**config.mk**
```make
export PLATFORM = sky130hd
export DESIGN_NAME = skipring_mc
export DESIGN_NICKNAME = d
export VERILOG_FILES = /design/src/rtl/skipring_pkg.sv /design/src/rtl/skipring_ch.sv /design/src/rtl/skipring_mc.sv
export SDC_FILE = /design/constraint.sdc
export NUM_CORES = 1
export LEC_CHECK = 0
export ABC_AREA = 1
export BUFFER_PORTS_ARGS = -buffer_cell sky130_fd_sc_hd__buf_2
export CORE_ASPECT_RATIO = 1.5
export CORE_MARGIN = 8
export CORE_UTILIZATION = 45
export DETAILED_ROUTE_END_ITERATION = 10
export HOLD_SLACK_MARGIN = 0.15
export PLACE_DENSITY = 0.71
export REMOVE_ABC_BUFFERS = 1
export SETUP_SLACK_MARGIN = 0.4
export SLEW_MARGIN = 20
export SYNTH_ARGS = -nofsm -noshare
export SYNTH_HDL_FRONTEND = slang
export SYNTH_SLANG_ARGS = --single-unit
```
**constraint.sdc**
```tcl
create_clock -name iCLK -period 5.4 [get_ports iCLK]
set_clock_uncertainty 0.1 [all_clocks]
set_input_delay 0.27 -clock iCLK [delete_from_list [all_inputs] [get_ports iCLK]]
set_output_delay 0.27 -clock iCLK [all_outputs]
set_load 0.03 [all_outputs]
```
**src/rtl/skipring_pkg.sv**
```systemverilog
// Shared constants for the multi-channel clock-pulse swallower.
package skipring_pkg;

    localparam logic MODE_PAT  = 1'b0;
    localparam logic MODE_FRAC = 1'b1;

    localparam int NCH_DEF = 4;
    localparam int LEN_DEF = 16;

    // Reset period covers the whole pattern register.
    function automatic int unsigned plen_rst(input int unsigned len);
        return len - 1;
    endfunction

endpackage

```
**src/rtl/skipring_ch.sv**
```systemverilog
// One swallower channel: pattern/fraction state, advanced on the falling edge
// so the gate never changes while the source clock is high.
module skipring_ch
    import skipring_pkg::*;
#(
    parameter int LEN = LEN_DEF,
    parameter int LW  = $clog2(LEN)
) (
    input  logic          clk_i,
    input  logic          rst_ni,
    input  logic          en_i,
    input  logic          ld_i,
    input  logic [LEN-1:0] ld_mask_i,
    input  logic [LW-1:0]  ld_len_i,
    input  logic [LW-1:0]  ld_ph_i,
    input  logic          ld_mode_i,
    output logic          gate_o,
    output logic          sync_o,
    output logic [LW-1:0] ph_o
);

    localparam logic [LW-1:0] PLEN_RST = LW'(plen_rst(LEN));

    logic [LEN-1:0] mask_q, mask_d;
    logic [LW-1:0]  plen_q, plen_d;
    logic           mode_q, mode_d;
    logic [LW-1:0]  p_q, p_d;
    logic [LEN-1:0] acc_q, acc_d;
    logic           gate_q, gate_d;
    logic           sync_q, sync_d;

    logic [LEN:0]   sum;
    logic [LW-1:0]  p_inc;
    logic [LW-1:0]  ld_p;

    assign sum   = {1'b0, acc_q} + {1'b0, mask_q};
    assign p_inc = (p_q == plen_q) ? '0 : p_q + 1'b1;
    // Out-of-range start phase falls back to phase 0.
    assign ld_p  = (ld_ph_i > ld_len_i) ? '0 : ld_ph_i;

    always_comb begin
        mask_d = mask_q;
        plen_d = plen_q;
        mode_d = mode_q;
        p_d    = p_q;
        acc_d  = acc_q;
        gate_d = 1'b0;
        sync_d = 1'b0;
        if (ld_i) begin
            mask_d = ld_mask_i;
            plen_d = ld_len_i;
            mode_d = ld_mode_i;
            p_d    = ld_p;
            acc_d  = '0;
            if (ld_mode_i == MODE_PAT) begin
                gate_d = en_i & ld_mask_i[ld_p];
                sync_d = en_i & (ld_p == '0);
            end
        end else if (en_i) begin
            if (mode_q == MODE_PAT) begin
                p_d    = p_inc;
                gate_d = mask_q[p_inc];
                sync_d = (p_inc == '0);
            end else begin
                acc_d  = sum[LEN-1:0];
                gate_d = sum[LEN];
                sync_d = sum[LEN];
                p_d    = sum[LEN-1 -: LW];
            end
        end
    end

    always_ff @(negedge clk_i or negedge rst_ni) begin
        if (!rst_ni) begin
            mask_q <= '0;
            plen_q <= PLEN_RST;
            mode_q <= MODE_PAT;
            p_q    <= '0;
            acc_q  <= '0;
            gate_q <= 1'b0;
            sync_q <= 1'b0;
        end else begin
            mask_q <= mask_d;
            plen_q <= plen_d;
            mode_q <= mode_d;
            p_q    <= p_d;
            acc_q  <= acc_d;
            gate_q <= gate_d;
            sync_q <= sync_d;
        end
    end

    assign gate_o = gate_q;
    assign sync_o = sync_q;
    assign ph_o   = p_q;

endmodule

```
**src/rtl/skipring_mc.sv**
```systemverilog
// Multi-channel clock-pulse swallower: samples enables and the load port on
// the rising edge, decodes the target channel and packs per-channel outputs.
module skipring_mc
    import skipring_pkg::*;
#(
    parameter int NCH = NCH_DEF,
    parameter int LEN = LEN_DEF,
    parameter int LW  = $clog2(LEN),
    parameter int CW  = (NCH > 1) ? $clog2(NCH) : 1
) (
    input  logic              iCLK,
    input  logic              RSTn,
    input  logic [NCH-1:0]    E,
    input  logic              LD,
    input  logic [CW-1:0]     LDCH,
    input  logic [LEN-1:0]    LDMASK,
    input  logic [LW-1:0]     LDLEN,
    input  logic [LW-1:0]     LDPH,
    input  logic              LDMODE,
    output logic              LDACK,
    output logic [NCH-1:0]    oCLK,
    output logic [NCH-1:0]    oSYNC,
    output logic [NCH*LW-1:0] oPH
);

    localparam logic [CW:0] NCH_L = (CW+1)'(NCH);

    logic [NCH-1:0] ereg_q;
    logic           ld_q;
    logic [CW-1:0]  ldch_q;
    logic [LEN-1:0] ldmask_q;
    logic [LW-1:0]  ldlen_q;
    logic [LW-1:0]  ldph_q;
    logic           ldmode_q;
    logic           ack_q;
    logic           ld_ok;
    logic [NCH-1:0] gate;

    always_ff @(posedge iCLK or negedge RSTn) begin
        if (!RSTn) begin
            ereg_q   <= '0;
            ld_q     <= 1'b0;
            ldch_q   <= '0;
            ldmask_q <= '0;
            ldlen_q  <= '0;
            ldph_q   <= '0;
            ldmode_q <= MODE_PAT;
            ack_q    <= 1'b0;
        end else begin
            ereg_q   <= E;
            ld_q     <= LD;
            ldch_q   <= LDCH;
            ldmask_q <= LDMASK;
            ldlen_q  <= LDLEN;
            ldph_q   <= LDPH;
            ldmode_q <= LDMODE;
            ack_q    <= ld_ok;
        end
    end

    // Loads addressed past the last channel are dropped silently.
    assign ld_ok = ld_q && ({1'b0, ldch_q} < NCH_L);
    assign LDACK = ack_q;

    for (genvar c = 0; c < NCH; c++) begin : g_ch
        skipring_ch #(.LEN(LEN), .LW(LW)) u_ch (
            .clk_i     (iCLK),
            .rst_ni    (RSTn),
            .en_i      (ereg_q[c]),
            .ld_i      (ld_ok && (ldch_q == CW'(c))),
            .ld_mask_i (ldmask_q),
            .ld_len_i  (ldlen_q),
            .ld_ph_i   (ldph_q),
            .ld_mode_i (ldmode_q),
            .gate_o    (gate[c]),
            .sync_o    (oSYNC[c]),
            .ph_o      (oPH[c*LW +: LW])
        );
        assign oCLK[c] = iCLK & ~gate[c];
    end

endmodule
```
==> results.toml <==
[die]
die_w_um = 149
io_pins = 59
die-area_mm2 = 0.0321
initial_utilization_pct = 45.4
rows = 73
core_mm2 = 0.0263
dieHeight_um = 216

[synth]
yosysTopAreaCellShare_pct = 32.7
syn_inst = 1559
synth_cell_types = 42
yosysWarnings = 0
ys_seq_elements = 205
synth-edff-count = 0
ys_dominant_reg_cell = "dfrtn_1"
synth_top_cell_by_area = "dfrtn_1"
syn_area_per_cell_um2 = 7.66
syn-cell-area_mm2 = 0.0119
synthArstFlopShare_pct = 100
synth_area_leaders = "dfrtn_1 33%, nand2_1 14%, ha_1 7.5%"
yosysSeqAreaShare_pct = 43.1

[clock_network]
cts_tree = "built"
htreeDepth = 1
clk_pin_slew_ns = 0.08
cts_root_buffer = "clkbuf_16"
cts-buffers-inserted = 22
clk-insertion-delay-late_ns = 0.59
clk_path_buf_depth = 3

[detailed_routing]
vias = 11000
viasPerCell = 5.40
firstDrtPassIters = 5
wl_um = 35500
ant_nets = 0
drt_iter0_drc = 921
routedWlPerCell_um = 17.4
drcViolationCount = 0

[timing]
worst_pin_slew_ns = 0.617
worst_hold_slack_ns = 0.234
worst_slack_ns = 0.595
setup-violations-final = 0
relSlewSlack_pct = 58.8
drv_slew = 0
tns_ns = 0
rsz0062_at_grt = "false"
hold_viol_final = 0

[finish]
final_layout_size_suffix_gt1_share_pct = 10.6
n_antenna_cell = 0
multi_input_area_mm2 = 0.00595
nets = 1797
syn_to_final_growth_pct = 17.1
ff_latch_area_mm2 = 0.00515
fill_cells = 2528

[global_routing]
grt_pass1_vias = 11100
grt_start_max_net_pins = 63
antenna_found_initial = 0
grt_pass1_wl_um = 57100
overflow = 0
grtUsageTotal_pct = 22.3

[placed_design]
gp_congestion = 0.915
place_ws_ns = 0.255
io_buffers = 58
hpwl_um = 26300

[critical_path]
crit_family = "simple AND/OR/NAND/NOR gates"
critPathBufInv = 2
critical_path.max_stage_delay_ns = 0.40
worst_path_max_delay_cell = "dfrtp_2"
crit_top_cell = "nand3_1"
crit_chain = "inv_1, ha_1, nand2_1, o21ai_2, nand2_4, buf_4, nand3_1, nand3_1, nand3_1, nand3_2, nand3_1, nand2_1"
critPathKind = "reg2reg"
critPathArrivalTime_ns = 2.39
end_kind = "register"
cp-start-kind = "register"
cp-startpoint = "ldlen_q[2]"
crit_required_ns = 2.99
r2r-start = "ldlen_q[2]"
crit_fanout = 7

[power_and_ir_drop]
max-vdd-ir-drop_uv = 232
p_seq_share_pct = 31.5
p_int_uw = 4160
swShare_pct = 44.8
power_density_mw_per_mm2 = 539
p_leak_uw = 0.00745
pwr-share-comb_pct = 44.6
switchingPower_uw = 3380
p_clk_share_pct = 23.8

[outcome]
outcome = "complete, no violations"

[hold_path]
min_path_type = "in2async"

[flow_run]
cap_viol_max_count = 0
[worst paths after layout]
kind | to | slack, ns | depth (start not counted)
max in group asynchronous | g_ch[0].u_ch.mask_q[10] | 1.64 | 3
max reg2reg | g_ch[1].u_ch.gate_o | 0.59 | 12
min in group iCLK | ldmode_q | 0.27 | 2
min | ldlen_q[0] | 0.23 | 2
min reg2reg | LDACK | 0.33 | 0
max | g_ch[1].u_ch.gate_o | 0.59 | 12
[power by group through the flow]
stage          combinational (uW)  sequential [uW]  clock (uW)
6_report                     3360             2380        1800
5_1_grt                      3820             2420        1900
4_1_cts                      3330             2370        1840
3_5_place_dp                 3280             2380         128
3_3_place_gp                 3210             2380         128
2_1_floorplan                2410             2380         103
[kinds of logic (layout without fill, tap and decap cells)]
| kind of cell | after synthesis | count (layout) | share of synthesized area (%) |
|---|---|---|---|
| AND/OR/NAND/NOR | 721 | 721 | 25.2 |
| adder cells (fa/ha/maj) | 76 | 76 | 8.21 |
| AO/OA/AOI/OAI | 304 | 304 | 14.3 |
| flip-flops | 205 | 205 | 43.1 |
| XOR/XNOR | 23 | 23 | 1.69 |
| buffers and inverters | 230 | 374 | 7.55 |
[cell type report]
type / count / area share (%)
Timing Repair Buffer: 117 / 6.23
Clock buffer: 32 / 4.77
Tap cell: 337 / 3.01
Multi-Input combinational cell: 1124 / 42.6
Clock inverter: 32 / 1.33
Sequential cell: 205 / 36.8
Inverter: 193 / 5.26
[what timing repair did]
item,4_1_cts,5_1_grt
hold buffers,33,0
buffers inserted,3,7
hold endpoints to repair,61,0
gates resized for setup,6,15
pin swaps,0,4
endpoints found under the setup margin,8,17
[state kept, by name, summed over array words and instances, names as in the netlist]
| name | count |
|---|---|
| g_ch.u_ch.acc_q | 64 |
| g_ch.u_ch.mask_q | 64 |
| g_ch.u_ch.ph_o | 16 |
| g_ch.u_ch.plen_q | 16 |
| ldmask_q | 16 |
| ereg_q | 4 |
| g_ch.u_ch.gate_o | 4 |
| g_ch.u_ch.mode_q | 4 |
| g_ch.u_ch.sync_o | 4 |
| ldlen_q | 4 |
| ldph_q | 4 |
| ldch_q | 2 |
| LDACK | 1 |
| ld_ok | 1 |
| ldmode_q | 1 |
[worst reg2reg max path, delay by kind of cell (launching register included)]
kind	cells	cell delay (ns)
buf+inv	2	0.24
simple gates	8	0.75
flops	1	0.40
fa+ha+maj	1	0.29
compound gates	1	0.18
[cell usage after synthesis, types with 2 or more instances]
cell,count
nand2_1,461
inv_1,185
dfrtn_1,156
o21ai_0,133
nand3_1,129
a21oi_1,90
nor2_1,89
ha_1,72
dfrtp_1,33
clkbuf_1,22
o22ai_1,18
dfstp_2,16
xor2_1,15
a21o_1,12
nor3_1,12
o21ai_1,12
o31ai_1,9
buf_2,8
inv_2,8
nand3b_1,8
xnor2_1,8
a221oi_1,5
buf_4,5
nand4_1,5
nor3_2,5
o2111ai_1,5
a211oi_1,4
a22o_1,4
fa_1,4
nand2_2,4
nand2_4,4
o21bai_1,4
o41ai_1,3
a21boi_0,2
nor2_2,2
[per-layer routing]
| layer | GRT usage [%] | up-vias | part of all wire (%) | routed length (um) |
|---|---|---|---|---|
| met2 | 38.1 | 341 | 49 | 17400 |
| li1 | - | 5397 | - | - |
| met4 | 14.3 | 0 | 6.2 | 2210 |
| met5 | 0 | - | 0 | 0 |
| met3 | 2.45 | 103 | 4.0 | 1430 |
| met1 | 26.1 | 5181 | 41 | 14500 |
[layout by cell type, fill, tap and decap left out, types with 9 or more instances in the layout]
| master | count |
|---|---|
| nand2_1 | 456 |
| inv_1 | 201 |
| dfrtn_1 | 156 |
| o21ai_0 | 132 |
| nand3_1 | 127 |
| a21oi_1 | 90 |
| nor2_1 | 89 |
| ha_1 | 72 |
| buf_2 | 57 |
| dlygate4sd3_1 | 33 |
| dfrtp_1 | 32 |
| buf_4 | 27 |
| clkbuf_16 | 25 |
| o22ai_1 | 18 |
| dfstp_2 | 16 |
| xor2_1 | 15 |
| o21ai_1 | 12 |
| a21o_1 | 12 |
| nor3_1 | 12 |
| inv_2 | 9 |
| o31ai_1 | 9 |
[stage by stage]
stage	area (um2)	cells	total power [uW]	util (%)
2_1_floorplan	11800	1523	4890	-
3_3_place_gp	12700	1938	5720	48.2
3_5_place_dp	12700	1938	5790	48.2
4_1_cts	13900	2033	7530	52.8
5_1_grt	14000	2040	8130	53.2
6_report	14000	2040	7540	53.2
(Power assumes the default switching activity.)
